===== src/rtl/coin_pkg.sv =====
// coin_pkg: shared constants for the coin controller.
//   - Coin values selected by SW[3:0] (penny, nickel, dime, quarter).
//   - Default saturation ceiling of the cents balance.
//   - Active-low 7-segment table, bit order {dp, g, f, e, d, c, b, a}.
//     The dp bit is held at 1 (off). Codes 10..15 are blank.
package coin_pkg;

  localparam logic [6:0] V_PENNY   = 7'd1;
  localparam logic [6:0] V_NICKEL  = 7'd5;
  localparam logic [6:0] V_DIME    = 7'd10;
  localparam logic [6:0] V_QUARTER = 7'd25;

  localparam int unsigned MAX_BAL_DEF = 99;

  localparam logic [7:0] SEG_TABLE [16] = '{
    8'hC0, 8'hF9, 8'hA4, 8'hB0, 8'h99, 8'h92, 8'h82, 8'hF8,
    8'h80, 8'h90, 8'hFF, 8'hFF, 8'hFF, 8'hFF, 8'hFF, 8'hFF
  };

endpackage


===== src/rtl/seg7_dec.sv =====
// seg7_dec: one decimal digit to an active-low 7-segment pattern.
// Ports:
//   digit   in  4  BCD digit (10..15 give a blank pattern)
//   pattern out 8  {dp, g..a}, active-low, dp always 1 (off)
module seg7_dec
  import coin_pkg::*;
(
  input  logic [3:0] digit,
  output logic [7:0] pattern
);

  assign pattern = SEG_TABLE[digit];

endmodule


===== src/rtl/coin_controller.sv =====
// coin_controller: coin-accumulating front end for a vending machine.
// Each falling edge of KEY[1] adds the switch-selected coin value to a
// balance that saturates at MAX_BAL. Balance and coin value are shown on
// the 7-segment displays; LEDR shows FULL, an accept pulse and SW[3:0].
// Ports:
//   KEY     in  2   KEY[0] async active-low reset, KEY[1] active-low coin strobe
//   SW      in  10  SW[3:0] coin select, SW[9:4] unused
//   clock   in  1   system clock, rising edge
//   LEDR    out 10  [9:5] FULL bar, [4] coin-accepted pulse, [3:0] SW[3:0]
//   HEX0    out 8   balance ones digit (active-low, dp off)
//   HEX1    out 8   balance tens digit
//   HEX4    out 8   coin value ones digit
//   HEX5    out 8   coin value tens digit
//   balance out 7   registered balance in cents
//   value   out 7   coin value decoded from SW (combinational)
// Build option: define COIN_SYNC_EN to pass KEY[1] through a 2-flop
// synchronizer before edge detection (accept is then 2 cycles later).
module coin_controller
  import coin_pkg::*;
#(
  parameter int unsigned MAX_BAL = MAX_BAL_DEF
) (
  input  logic [1:0] KEY,
  input  logic [9:0] SW,
  input  logic       clock,
  output logic [9:0] LEDR,
  output logic [7:0] HEX0,
  output logic [7:0] HEX1,
  output logic [7:0] HEX4,
  output logic [7:0] HEX5,
  output logic [6:0] balance,
  output logic [6:0] value
);

  localparam logic [6:0] MAX7 = 7'(MAX_BAL);

  logic       rst_n;
  logic       key_in;
  logic       k_q;
  logic       armed;
  logic       accept;
  logic       acc_q;
  logic       full;
  logic [7:0] sum;
  logic [6:0] bal_next;
  logic [3:0] bal_tens;
  logic [3:0] bal_ones;
  logic [3:0] val_tens;
  logic [3:0] val_ones;
  logic       unused_sw;

  assign rst_n     = KEY[0];
  assign unused_sw = ^SW[9:4];

  // Coin select, highest-value switch wins.
  always_comb begin
    value = 7'd0;
    if (SW[3])      value = V_QUARTER;
    else if (SW[2]) value = V_DIME;
    else if (SW[1]) value = V_NICKEL;
    else if (SW[0]) value = V_PENNY;
  end

`ifdef COIN_SYNC_EN
  logic [1:0] sync_q;

  always_ff @(posedge clock or negedge rst_n) begin
    if (!rst_n) sync_q <= 2'b11;
    else        sync_q <= {sync_q[0], KEY[1]};
  end

  assign key_in = sync_q[1];
`else
  assign key_in = KEY[1];
`endif

  // armed stays low after reset until the strobe is seen released, so a
  // key held through reset does not produce a deposit.
  assign accept = armed && k_q && !key_in;

  // 8-bit sum so that balance + value can never wrap before saturation.
  assign sum      = {1'b0, balance} + {1'b0, value};
  assign bal_next = !accept          ? balance :
                    (sum >= {1'b0, MAX7}) ? MAX7 : sum[6:0];

  always_ff @(posedge clock or negedge rst_n) begin
    if (!rst_n) begin
      k_q     <= 1'b1;
      armed   <= 1'b0;
      acc_q   <= 1'b0;
      balance <= 7'd0;
      full    <= 1'b0;
    end else begin
      k_q     <= key_in;
      armed   <= armed | key_in;
      acc_q   <= accept;
      balance <= bal_next;
      full    <= (bal_next == MAX7);
    end
  end

  assign LEDR = {{5{full}}, acc_q, SW[3:0]};

  assign bal_tens = 4'(balance / 7'd10);
  assign bal_ones = 4'(balance % 7'd10);
  assign val_tens = 4'(value / 7'd10);
  assign val_ones = 4'(value % 7'd10);

  seg7_dec u_hex0 (.digit(bal_ones), .pattern(HEX0));
  seg7_dec u_hex1 (.digit(bal_tens), .pattern(HEX1));
  seg7_dec u_hex4 (.digit(val_ones), .pattern(HEX4));
  seg7_dec u_hex5 (.digit(val_tens), .pattern(HEX5));

endmodule


===== config.mk =====
export PLATFORM = sky130hd
export DESIGN_NAME = coin_controller
export DESIGN_NICKNAME = d
export VERILOG_FILES = /design/src/rtl/coin_pkg.sv /design/src/rtl/seg7_dec.sv /design/src/rtl/coin_controller.sv
export SDC_FILE = /design/constraint.sdc
export NUM_CORES = 1
export LEC_CHECK = 0
export ABC_AREA = 1
export BUFFER_PORTS_ARGS = -buffer_cell sky130_fd_sc_hd__buf_4
export CAP_MARGIN = 20
export CORE_UTILIZATION = 50
export CTS_BUF_LIST = sky130_fd_sc_hd__clkbuf_8
export DETAILED_ROUTE_END_ITERATION = 8
export GPL_TIMING_DRIVEN = 0
export PLACE_DENSITY = 0.9
export SLEW_MARGIN = 20
export SYNTH_ARGS = -nofsm -noshare
export SYNTH_HDL_FRONTEND = slang
export SYNTH_SLANG_ARGS = --single-unit

===== constraint.sdc =====
create_clock -name clock -period 3.3 [get_ports clock]
set_clock_uncertainty 0.05 [all_clocks]
set_input_delay 0.495 -clock clock [delete_from_list [all_inputs] [get_ports clock]]
set_output_delay 0.495 -clock clock [all_outputs]
set_load 0.005 [all_outputs]

Word level (Yosys, flattened, before mapping):

Memories as Yosys holds them, arrays and structs flattened.
Cells that the tools add are included.

* register bits after elaboration: 11
* bits in latches: 0
* RAM bits: 0
* memory bits (read-only): 512
* input bits: 13
* output and inout port bits: 56
* word-level logic and storage cells: 42
* memories kept: 4

Memory list
* (name not given): words 16, bits a word 8, read ports 1, clocked after memory_dff 0, wr ports 0, line seg7_dec.sv:12 `assign pattern = SEG_TABLE[digit];`
* (name not given): words 16, bits a word 8, read ports 1, clocked after memory_dff 0, wr ports 0, line seg7_dec.sv:12
* (name not given): words 16, bits a word 8, read ports 1, clocked after memory_dff 0, wr ports 0, line seg7_dec.sv:12
* (name not given): words 16, bits a word 8, read ports 1, clocked after memory_dff 0, wr ports 0, line seg7_dec.sv:12

* add/subtract/negate cells: 1
* $mul: 0
* divide/modulo/power cells: 4
* magnitude comparators: 5
* equality and inequality tests: 1
* shift-type cells: 0
* muxes and demuxes: 14
* bitwise gates (word level): 5
* reduce and logical (&&, ||, !) cells: 3

Operator list (count)
* 2-to-1 mux 8 bit: 8
* 2-to-1 mux 7 bit: 3
* greater-or-equal comparator 5 bit (second input constant): 4
* inverter 4 -> 5 bit: 4
* divider 7 x 4 -> 7 bit (second input constant): 2
* modulo 7 x 4 -> 7 bit (second input constant): 2
* adder 7 x 7 -> 8 bit: 1
* greater-or-equal comparator 8 x 7 -> 1 bit (second input constant): 1
* equality test 7 bit (second input constant): 1
* 2-to-1 mux 4 bit: 1
* 2-to-1 mux 3 bit: 1
* logical AND 1 bit: 2
* zero test 1 bit: 1
* 2-to-1 mux 1 bit: 1
* bitwise OR 1 bit: 1

Longest topological paths before layout:

* word-level depth: 9
* gate-level depth with buffers: 26
* mapped depth without buffers: 25

Hierarchy:

From an unflattened synthesis, not the netlist that was laid out.

* cells, all modules: 325
* area, all modules: 2014.4 um2

Modules (own cells, without submodules)
* coin_controller: times used 1, cells each 177, area each 1218.7 um2, sequential area each 276.5 um2
* seg7_dec: times used 4, cells each 37, area each 198.9 um2, sequential area each 0.0 um2

Worst setup path after synthesis:

Ideal clock, no wire load.

* path kind: register -> output
* start point: register balance[6]
* end point: output port HEX0[3]
* arrival time: 2.591 ns
* required time: 2.755 ns
* slack: 0.164 ns
* cell stages (with the launch flop): 22
* buffers on the path: 1
* cells stage by stage: dfrtp_1 -> buf_4 -> a21oi_4 -> nand2_4 -> nand2_8 -> nand2_2 -> nand3_2 -> nand2_4 -> nand2_4 -> nand2_2 -> nand2_1 -> inv_2 -> ha_1 -> inv_1 -> nand3_4 -> nand3_4 -> nand2_2 -> nand2_2 -> ha_1 -> nand3b_1 -> nand3_1 -> nand2_1

* cells in the longest elaborated chain, start to end: 5

RTL lines
* start: declaration: line coin_controller.sv:31 `output logic [6:0] balance,`
* start signal: assignment: line coin_controller.sv:97 `balance <= bal_next;`
* modulo 7 x 4 -> 7 bit: line coin_controller.sv:105 `assign bal_ones = 4'(balance % 7'd10);`
* inverter 4 -> 5 bit (not written as such): line seg7_dec.sv:12
* memory read (16 x 8 bit)
* 2-to-1 mux 8 bit (not written as such) (2 in series): line seg7_dec.sv:12
* end: declaration: line coin_controller.sv:27 `output logic [7:0] HEX0,`

No other way between the ends. The select of a mux whose other input is x is not followed.

Worst setup path after layout:

* start point: register balance[6]
* end point: output port HEX0[2]

Same word-level chain as after synthesis.

==> flow_summary.toml <==
[status]
outcome = "finished, violations left"
violations = "setup timing"

[global_routing]
grt_usage_pct = 27.8
grt_max_degree = 12
grt_pass1_vias = 1736
antenna_found_initial = 0
grt_overflow = 0
grt_pass1_wl_mm = 7.59

[layout]
multi_input_area_mm2 = 0.00130
final_net_count = 365
antenna_cells = 0
stdcell_area_mm2 = 0.00267
seqCellArea_um2 = 279
drive_gt1_share_pct = 55.1
fillers = 165
instances_no_fill = 378
syn_to_final_growth_pct = 59.1

[sta]
final-hold-violation-count = 0
rsz0062_at_grt = "yes"
fmax_mhz = 281
worst_slack_ps = -254
fin_crit_sh_pct = 108
finalMaxSlewViolations = 0
setup_viol = 14
layout_min_cycle_time_ps = 3550

[routing]
viasPerCell = 5.25
routed_wl_mm = 5.65
top_layer = "met4"
final_antenna_net_count = 0
drt-met1-wl_mm = 2.14
drtPass1Iterations = 5
vias = 1985
drc = 0
route.met2.wl_mm = 2.96
wl_met3_um = 365
drt_iter0_drc = 174
routedWlPerCell_um = 14.9

[clock_network]
h-tree-depth = 1
cts_root_buffer = "clkbuf_8"
cts_buffers = 3
clk_pin_slew_worst_paths_ps = 50
cts_tree = "yes"
clkLatencyLatePin_ps = 240
clock-sinks = 11
clockBufferDepth = 2

[critical_path]
required_ps = 2750
cp_num_buf_inv = 7
crit_type = "reg2out"
crit_chain = "buf_6 > nand3_4 > nand3_4 > nand2_4 > nand3_1 > nand2_2 > buf_4 > nand3_2 > nand2_4 > inv_4 > ha_4 > inv_4 > nand3_4 > nand3_4 > buf_6 > buf_4 > nand2_2 > nand2_2 > nand2_2 > nand2_4 > nand2_1 > buf_4"
critPathSlowestCell = "dfrtp_1"
slowest_delay_ps = 390
r2r_start = "balance[0]$_DFF_PN0_"
startpoint_type = "flop"
cpLargestDelayFamily = "simple AND/OR/NAND/NOR gates"
startpoint = "balance[6]$_DFF_PN0_"
arrival_ps = 3010
cp_max_fo = 6
end_kind = "output pin"

[synthesis]
synth.most_common_cell = "nand2_1"
yosysTopAreaCell = "dfrtp_1"
muxShareOfSynthArea_pct = 0
netlist_top_cells_area = "dfrtp_1 (15%), ha_1 (12%), nand2_1 (11%)"
synth_seq_cells = 11
synthXorXnorAreaFrac_pct = 2.09
yosys.area.top_type_share_pct = 14.9
synth-warning-count = 0
ys.flop_type = "dfrtp_1"
synth_compound_area_share_pct = 10.4
synthAdderAreaFrac_pct = 13.1
avgSynthCellArea_um2 = 7.02
synthArstFlopShare_pct = 100
synthCells = 239
seq_area_frac_synth_pct = 16.5
yosys.area_share.simple_pct = 39.1
synthDistinctLibCells = 35
netlist_area_mm2 = 0.00168
synth_edf_count = 0
synth_top_family_by_area = "simple AND/OR/NAND/NOR gates"
synth_common_cells = "nand2_1 (48), inv_1 (27), nand3_1 (25)"

[floorplanning]
die_area_mm2 = 0.00359
core-area_mm2 = 0.00313
pin_count = 69
die_w_um = 59.9
rows = 20
die_h_um = 59.9
start_util_pct = 53.6

[place]
gp_congestion = 0.851
placed_area_mm2 = 0.00216
dp_slack_ps = -263
portBuffers = 54
dpl.cell_count = 343
hpwl_mm = 3.07

[hold_path]
hold_path_class = "in2async"

[flow_run]
cap_violations = 0
## placed cells by master (no fill, tap or decap), types with 4 or more instances in the layout
cell,n
ha_4,4
dfrtp_1,8
ha_1,8
inv_4,5
inv_1,22
nand2_4,9
nor2_1,7
o22ai_1,5
nand2_1,43
inv_2,9
xor2_1,4
nand3_4,5
nand3_1,20
buf_4,99
nand3_2,6
ha_2,4
nand2_2,12
conb_1,8
o21ai_0,5
buf_6,8
## routing by layer
metal  GRT usage (%)  vias up
met2            50.2      108
met3            5.41       27
met4            8.31        0
met1            33.1      913
met5               0        -
li1                -      937
## flip-flops by register name, indices dropped and copies added, names as in the netlist
signal	flops
balance	7
k_q	1
acc_q	1
full	1
armed	1
## path summary, 6_finish.rpt
check	end	slack [ps]	depth (start not counted)
min in group clock	k_q$_DFF_PN1_	320	1
worst max register to register	full$_DFF_PN0_	550	13
worst min register to register	armed$_DFF_PN0_	420	1
worst min-delay path	balance[6]$_DFF_PN0_	30	1
worst max-delay path	HEX0[2]	-250	22
max in group asynchronous	k_q$_DFF_PN1_	2940	1
## worst reg2reg max path, cell delays in order, from the launching register on
cell and delay [ps]:
dfrtp_1 470, ha_2 230, fa_1 430, nand3_1 150, nand2_1 70, nand2_1 110, a21oi_2 70, xor2_1 160
nand2_1 130, o21ai_4 260, o21ai_0 150, nor2_1 160, nand3_1 100, nor2_1 130
## per-stage QoR
step	hold slack (ps)	util (%)	setup TNS (ps)
after floorplan	149	-	0
after global placement	283	69.1	-953
after detailed placement	287	69.1	-1770
after CTS	27.1	79.8	-104
after global routing	29.9	85.3	-3440
final	31.4	85.3	-2020
## cells by family (layout without fill, tap and decap cells)
logic type                 after synthesis  count (layout)
and+or+nand+nor                        118             118
buffers and inverters                   60             149
AOI/OAI and AO/OA                       27              27
adders and majority gates               17              17
DFF                                     11              11
xor gates and xnor gates                 4               4
other                                    2               8
## repair_timing
item,4_1_cts,5_1_grt
setup endpoints to repair,14,22
hold buffers,0,0
buffers inserted,22,9
resized for setup,33,30
pin swaps,17,14
## area by class of cell
cell class	instances	area share, %
Multi-Input combinational cell	174	48.7
Timing Repair Buffer	85	24.9
Sequential cell	11	10.5
Buffer	23	6.47
Inverter	37	5.67
Tap cell	44	2.06
Clock buffer	3	1.55
Clock inverter	1	0.188
Power is not shown: default switching activity piles up to over one toggle a cycle in this logic, so the estimate is an artifact.
